===== src/rtl/mem_stage_regs_if.sv =====
// SRAM-side bus of the DLX memory stage: word address, write data and write
// enable toward the SRAM, combinational read word back from it.
interface mem_stage_regs_if;
    // No handshake: a write commits on every cycle mem_we is high, and
    // mem_rdata is valid in the same cycle for whatever mem_addr shows.
    logic [31:0] mem_addr;
    logic [31:0] mem_wdata;
    logic        mem_we;
    logic [31:0] mem_rdata;

    modport master (
        output mem_addr,
        output mem_wdata,
        output mem_we,
        input  mem_rdata
    );

    modport slave (
        input  mem_addr,
        input  mem_wdata,
        input  mem_we,
        output mem_rdata
    );
endinterface


===== src/rtl/mem_stage_regs.sv =====
// DLX MEM stage: word/byte load extraction, byte read-modify-write stores,
// MEM/WB pipeline registers and the three-deep branch stall history.

module dff (
    input  logic clk_i,
    input  logic rst_ni,
    input  logic d_i,
    output logic q_o
);
    always_ff @(posedge clk_i or negedge rst_ni) begin
        if (!rst_ni) q_o <= 1'b0;
        else         q_o <= d_i;
    end
endmodule

module not_gate (
    input  logic a_i,
    output logic y_o
);
    assign y_o = ~a_i;
endmodule

module and_gate (
    input  logic a_i,
    input  logic b_i,
    output logic y_o
);
    assign y_o = a_i & b_i;
endmodule

module mem_stage_regs (
    input  logic                    clk,
    input  logic                    rst_n,
    input  logic [31:0]             addr,
    input  logic [31:0]             din,
    input  logic                    we,
    input  logic                    store_byte,
    input  logic [1:0]              load_byte,
    mem_stage_regs_if.master        mem,
    input  logic                    MemtoReg_ex,
    input  logic                    RegWrite_ex,
    input  logic                    Branch_ex,
    input  logic                    init_delay,
    input  logic [4:0]              towrite_ex,
    output logic [31:0]             dout_mem,
    output logic [31:0]             dout,
    output logic [31:0]             result_mem,
    output logic                    MemtoReg_mem,
    output logic                    RegWrite_mem,
    output logic [4:0]              towrite_mem,
    output logic                    Branch_stall_forwarding
);
    logic [1:0]  lane;
    logic [31:0] rdata;
    logic [7:0]  lane_byte;
    logic [31:0] rmw_word;

    logic [31:0] dout_q;
    logic [31:0] result_q;
    logic        memtoreg_q;
    logic        regwrite_q;
    logic [4:0]  towrite_q;
    logic [2:0]  branch_d;
    logic [2:0]  branch_q;
    logic        any_branch;
    logic        init_n;

    assign lane  = addr[1:0];
    assign rdata = mem.mem_rdata;

    assign mem.mem_addr = addr & 32'hFFFF_FFFC;
    assign mem.mem_we   = we;

    // Big-endian lanes: lane 0 is the most significant byte of the word.
    always_comb begin
        lane_byte = 8'h00;
        rmw_word  = rdata;
        case (lane)
            2'd0: begin
                lane_byte       = rdata[31:24];
                rmw_word[31:24] = din[7:0];
            end
            2'd1: begin
                lane_byte       = rdata[23:16];
                rmw_word[23:16] = din[7:0];
            end
            2'd2: begin
                lane_byte       = rdata[15:8];
                rmw_word[15:8]  = din[7:0];
            end
            default: begin
                lane_byte       = rdata[7:0];
                rmw_word[7:0]   = din[7:0];
            end
        endcase
    end

    assign mem.mem_wdata = store_byte ? rmw_word : din;

    always_comb begin
        dout_mem = rdata;
        case (load_byte)
            2'b10:   dout_mem = {24'h000000, lane_byte};
            2'b01:   dout_mem = {{24{lane_byte[7]}}, lane_byte};
            default: dout_mem = rdata;
        endcase
    end

    for (genvar i = 0; i < 32; i++) begin : g_data_regs
        dff u_dout_dff (
            .clk_i  (clk),
            .rst_ni (rst_n),
            .d_i    (dout_mem[i]),
            .q_o    (dout_q[i])
        );
        dff u_result_dff (
            .clk_i  (clk),
            .rst_ni (rst_n),
            .d_i    (addr[i]),
            .q_o    (result_q[i])
        );
    end

    for (genvar i = 0; i < 5; i++) begin : g_towrite_regs
        dff u_towrite_dff (
            .clk_i  (clk),
            .rst_ni (rst_n),
            .d_i    (towrite_ex[i]),
            .q_o    (towrite_q[i])
        );
    end

    dff u_memtoreg_dff (
        .clk_i  (clk),
        .rst_ni (rst_n),
        .d_i    (MemtoReg_ex),
        .q_o    (memtoreg_q)
    );

    dff u_regwrite_dff (
        .clk_i  (clk),
        .rst_ni (rst_n),
        .d_i    (RegWrite_ex),
        .q_o    (regwrite_q)
    );

    // Branch history B0 -> B1 -> B2; keeps shifting even while init_delay masks it.
    assign branch_d = {branch_q[1:0], Branch_ex};

    for (genvar i = 0; i < 3; i++) begin : g_branch_hist
        dff u_branch_dff (
            .clk_i  (clk),
            .rst_ni (rst_n),
            .d_i    (branch_d[i]),
            .q_o    (branch_q[i])
        );
    end

    assign any_branch = |branch_q;

    not_gate u_init_not (
        .a_i (init_delay),
        .y_o (init_n)
    );

    and_gate u_stall_and (
        .a_i (any_branch),
        .b_i (init_n),
        .y_o (Branch_stall_forwarding)
    );

    assign dout         = dout_q;
    assign result_mem   = result_q;
    assign MemtoReg_mem = memtoreg_q;
    assign RegWrite_mem = regwrite_q;
    assign towrite_mem  = towrite_q;
endmodule


===== src/flat_wrapper.sv =====
// flat-port wrapper written by rule: the top's interface ports become plain ports
module mem_stage_regs_flat 
  (clk, rst_n, addr, din, we, store_byte, load_byte, MemtoReg_ex, RegWrite_ex, Branch_ex, init_delay, towrite_ex, dout_mem, dout, result_mem, MemtoReg_mem, RegWrite_mem, towrite_mem, Branch_stall_forwarding, mem_mem_addr, mem_mem_wdata, mem_mem_we, mem_mem_rdata);
  mem_stage_regs_if mem_i ();
  input  logic clk;
  input  logic rst_n;
  input  logic [31:0] addr;
  input  logic [31:0] din;
  input  logic we;
  input  logic store_byte;
  input  logic [1:0] load_byte;
  input  logic MemtoReg_ex;
  input  logic RegWrite_ex;
  input  logic Branch_ex;
  input  logic init_delay;
  input  logic [4:0] towrite_ex;
  output logic [31:0] dout_mem;
  output logic [31:0] dout;
  output logic [31:0] result_mem;
  output logic MemtoReg_mem;
  output logic RegWrite_mem;
  output logic [4:0] towrite_mem;
  output logic Branch_stall_forwarding;
  output wire logic [$bits(mem_i.mem_addr)-1:0] mem_mem_addr;
  output wire logic [$bits(mem_i.mem_wdata)-1:0] mem_mem_wdata;
  output wire logic [$bits(mem_i.mem_we)-1:0] mem_mem_we;
  input wire logic [$bits(mem_i.mem_rdata)-1:0] mem_mem_rdata;
  assign mem_mem_addr = mem_i.mem_addr;
  assign mem_mem_wdata = mem_i.mem_wdata;
  assign mem_mem_we = mem_i.mem_we;
  assign mem_i.mem_rdata = mem_mem_rdata;
  mem_stage_regs u_core (.clk(clk), .rst_n(rst_n), .addr(addr), .din(din), .we(we), .store_byte(store_byte), .load_byte(load_byte), .mem(mem_i), .MemtoReg_ex(MemtoReg_ex), .RegWrite_ex(RegWrite_ex), .Branch_ex(Branch_ex), .init_delay(init_delay), .towrite_ex(towrite_ex), .dout_mem(dout_mem), .dout(dout), .result_mem(result_mem), .MemtoReg_mem(MemtoReg_mem), .RegWrite_mem(RegWrite_mem), .towrite_mem(towrite_mem), .Branch_stall_forwarding(Branch_stall_forwarding));
endmodule

===== config.mk =====
export PLATFORM = sky130hd
export DESIGN_NAME = mem_stage_regs_flat
export DESIGN_NICKNAME = d
export VERILOG_FILES = /design/src/rtl/mem_stage_regs_if.sv /design/src/rtl/mem_stage_regs.sv /design/src/flat_wrapper.sv
export SDC_FILE = /design/constraint.sdc
export NUM_CORES = 1
export LEC_CHECK = 0
export ABC_CLOCK_PERIOD_IN_PS = 3890
export BUFFER_PORTS_ARGS = -buffer_cell sky130_fd_sc_hd__buf_2
export CORE_AREA = 2 2 110 112
export CTS_CLUSTER_DIAMETER = 40
export DETAILED_ROUTE_END_ITERATION = 12
export DIE_AREA = 0 0 112 114
export GPL_ROUTABILITY_DRIVEN = 0
export PLACE_DENSITY = 0.69
export SYNTH_ARGS = -nofsm -noshare
export SYNTH_HDL_FRONTEND = slang
export SYNTH_SLANG_ARGS = --single-unit

===== constraint.sdc =====
create_clock -name clk -period 3.89 [get_ports clk]
set_input_delay 0.778 -clock clk [delete_from_list [all_inputs] [get_ports clk]]
set_output_delay 0.778 -clock clk [all_outputs]
set_load 0.1 [all_outputs]

==> results_dict.tcl <==
set metrics [dict create \
    initialDrtViolationCount 144 \
    final_hold_viol_count 0 \
    fillers 1118 \
    holdBufCountCts 0 \
    die_h_um 114 \
    area_delta_synth_final_pct 33.4 \
    yosys_register_bits 74 \
    finalWorstSetupSlack_ns 0.681 \
    skew_ns 0.000103 \
    port_buffers 275 \
    avgSynthCellArea_um2 10.0 \
    yosysSeqAreaShare 0.463 \
    dieArea_um2 12800 \
    synth_edf_count 0 \
    min_path_type "register to register" \
    postCtsSetupBuffers 0 \
    fmax_mhz 312 \
    finalSetupTns_ns 0 \
    async_reset_ff_frac 1.00 \
    layout-drive-gt1-share 0.569 \
    tightest_slew_ns 0.924 \
    p_per_area_nw_per_um2 605 \
    final_nets 663 \
    cts_sinks 74 \
    initial_core_util 0.342 \
    syn_area_um2 4000 \
    syn_inst 399 \
    cts_inserted_buffers 9 \
    grt_pass1_vias 3102 \
    switchingPower_mw 1.60 \
    grt_use_total 0.181 \
    clkTransAtPathRegs_ns 0.06 \
    drc_errors 0 \
    leakage_nw 2.95 \
    ioPinCount 280 \
    vdd_drop_max_mv 0.348 \
    num_vias 3130 \
    cts.repair.resized 0 \
    num_rows 40 \
    ys_types 22 \
    relSlewSlack 0.384 \
    layout.cells.non_filler 702 \
    drt_wl_total_um 11900 \
    grt_first_pass_wirelength_um 17500 \
    setup_violations 0 \
    firstDrtPassIters 4 \
    end_kind "primary output" \
    synthFlopType "dfrtp_1" \
    core_um2 11700 \
    p_clk_frac 0.241 \
    combPwrFrac 0.498 \
    wl_per_cell_um 17.0 \
    start_kind "primary input" \
    yosys_warnings 0 \
    status "completed" \
    antenna_found_initial 0 \
    antenna_left 0 \
    arrival_ns 2.43 \
    cp.required_ns 3.11 \
    vias_per_cell 4.46 \
    pwr-share-seq 0.261 \
    htreeDepth 3 \
    period_minus_slack_ns 3.21 \
    clock_path_buffers 2 \
    grt_max_degree 75 \
    switching_share 0.496 \
    max_cap_viol_count 0 \
    p_int_mw 1.63 \
    dpl.hpwl_um 10000 \
    diodes 0 \
    die_x_um 112 \
    slew_violations 0 \
    crit_fanout 14 \
    grt_overflow_total 0 \
    place_ws_ns 0.690 \
    rsz0062_at_grt "no" \
    cts_root_buf "clkbuf_16" \
    layout_commonest_cell "buf_2" \
    dp.cells 686 \
    cts_tree "built" \
    path_class "primary input to primary output" \
    clkLatencyLatePin_ns 0.32 \
    period_share 0.825 \
    final_cell_mix "buf_2, dfrtp_1, nand2_1" \
]
[synthesized netlist by cell type (2+ instances only)]
| master | n | area share |
|---|---|---|
| dfrtp_1 | 74 | 0.46 |
| a221oi_1 | 7 | 0.015 |
| buf_4 | 135 | 0.25 |
| clkbuf_1 | 9 | 0.0084 |
| nand2_1 | 50 | 0.047 |
| a21oi_1 | 25 | 0.031 |
| mux2i_1 | 31 | 0.078 |
| nand2b_1 | 2 | 0.0031 |
| mux2_2 | 8 | 0.023 |
| buf_6 | 4 | 0.011 |
| nor2_1 | 33 | 0.031 |
| inv_1 | 3 | 0.0028 |
| ha_1 | 2 | 0.0063 |
| o21ai_0 | 8 | 0.010 |
[final timing paths]
| kind | startpoint | endpoint | slack, ns | cells past startpoint |
|---|---|---|---|---|
| worst max register to register | u_core.g_branch_hist[1].u_branch_dff.q_o | u_core.g_branch_hist[2].u_branch_dff.q_o | 3.39 | 0 |
| worst min-delay path | u_core.g_branch_hist[0].u_branch_dff.q_o | u_core.g_branch_hist[1].u_branch_dff.q_o | 0.39 | 0 |
| worst min register to register | u_core.g_branch_hist[0].u_branch_dff.q_o | u_core.g_branch_hist[1].u_branch_dff.q_o | 0.39 | 0 |
| worst max-delay path | addr[0] | dout_mem[4] | 0.68 | 7 |
| min in group asynchronous | rst_n | u_core.g_data_regs[23].u_dout_dff.q_o | 0.55 | 1 |
| max in group asynchronous | rst_n | u_core.g_data_regs[5].u_dout_dff.q_o | 2.69 | 1 |
[kinds of logic after synthesis]
kind of cell | Yosys count | synth area share
AO/OA/AOI/OAI | 41 | 0.0594
flip-flops | 74 | 0.463
buffers and inverters | 152 | 0.277
other | 1 | 0.000937
AND/OR/NAND/NOR | 89 | 0.0879
multiplexers | 40 | 0.106
adder cells (fa/ha/maj) | 2 | 0.00625
[sequential cells by signal (all words and copies together) (netlist names)]
signal	count
u_core.g_branch_hist.u_branch_dff.q_o	3
u_core.g_data_regs.u_dout_dff.q_o	32
u_core.g_data_regs.u_result_dff.q_o	32
u_core.g_towrite_regs.u_towrite_dff.q_o	5
u_core.u_memtoreg_dff.q_o	1
u_core.u_regwrite_dff.q_o	1
[power groups by stage]
stage / clock network [mW] / registers [mW] / logic [mW]
after global placement: 0 / 0.855 / 1.61
final: 0.778 / 0.843 / 1.61
after CTS: 0.805 / 0.843 / 1.62
after global routing: 0.837 / 0.847 / 1.65
after floorplan: 0 / 0.862 / 1.35
after detailed placement: 0 / 0.857 / 1.61
[worst max-delay path, stage by stage]
cell	delay, ns
buf_2	0.32
nand2b_1	0.29
buf_4	0.26
o21ai_0	0.10
a221oi_1	0.31
buf_4	0.19
buf_12	0.17
[routing by layer]
metal,up-vias,part of all wire,GRT usage
li1,1469,-,-
met1,1477,0.39,0.214
met2,175,0.51,0.320
met3,9,0.092,0.0574
met4,0,0.0086,0.0472
met5,-,0,0
[area by class of cell]
class,instances,area [um2],share of cell area
timing repair buffer,288,1950,0.366
sequential,74,1850,0.347
multi-input combinational,174,1040,0.196
clock buffer,13,270,0.0506
tap,147,184,0.0345
clock inverter,3,21.3,0.00398
inverter,3,11.3,0.00211
[through the flow]
stage	cell area [um2]	utilization	hold WS, ns	power (mW)
after floorplan	4010	-	0.355	2.21
final	5340	0.456	0.386	3.23
after global routing	5340	0.456	0.400	3.34
after global placement	5050	0.431	0.365	2.46
after detailed placement	5050	0.431	0.364	2.47
after CTS	5340	0.456	0.385	3.26
No activity file was read; power rests on OpenSTA's default activity.
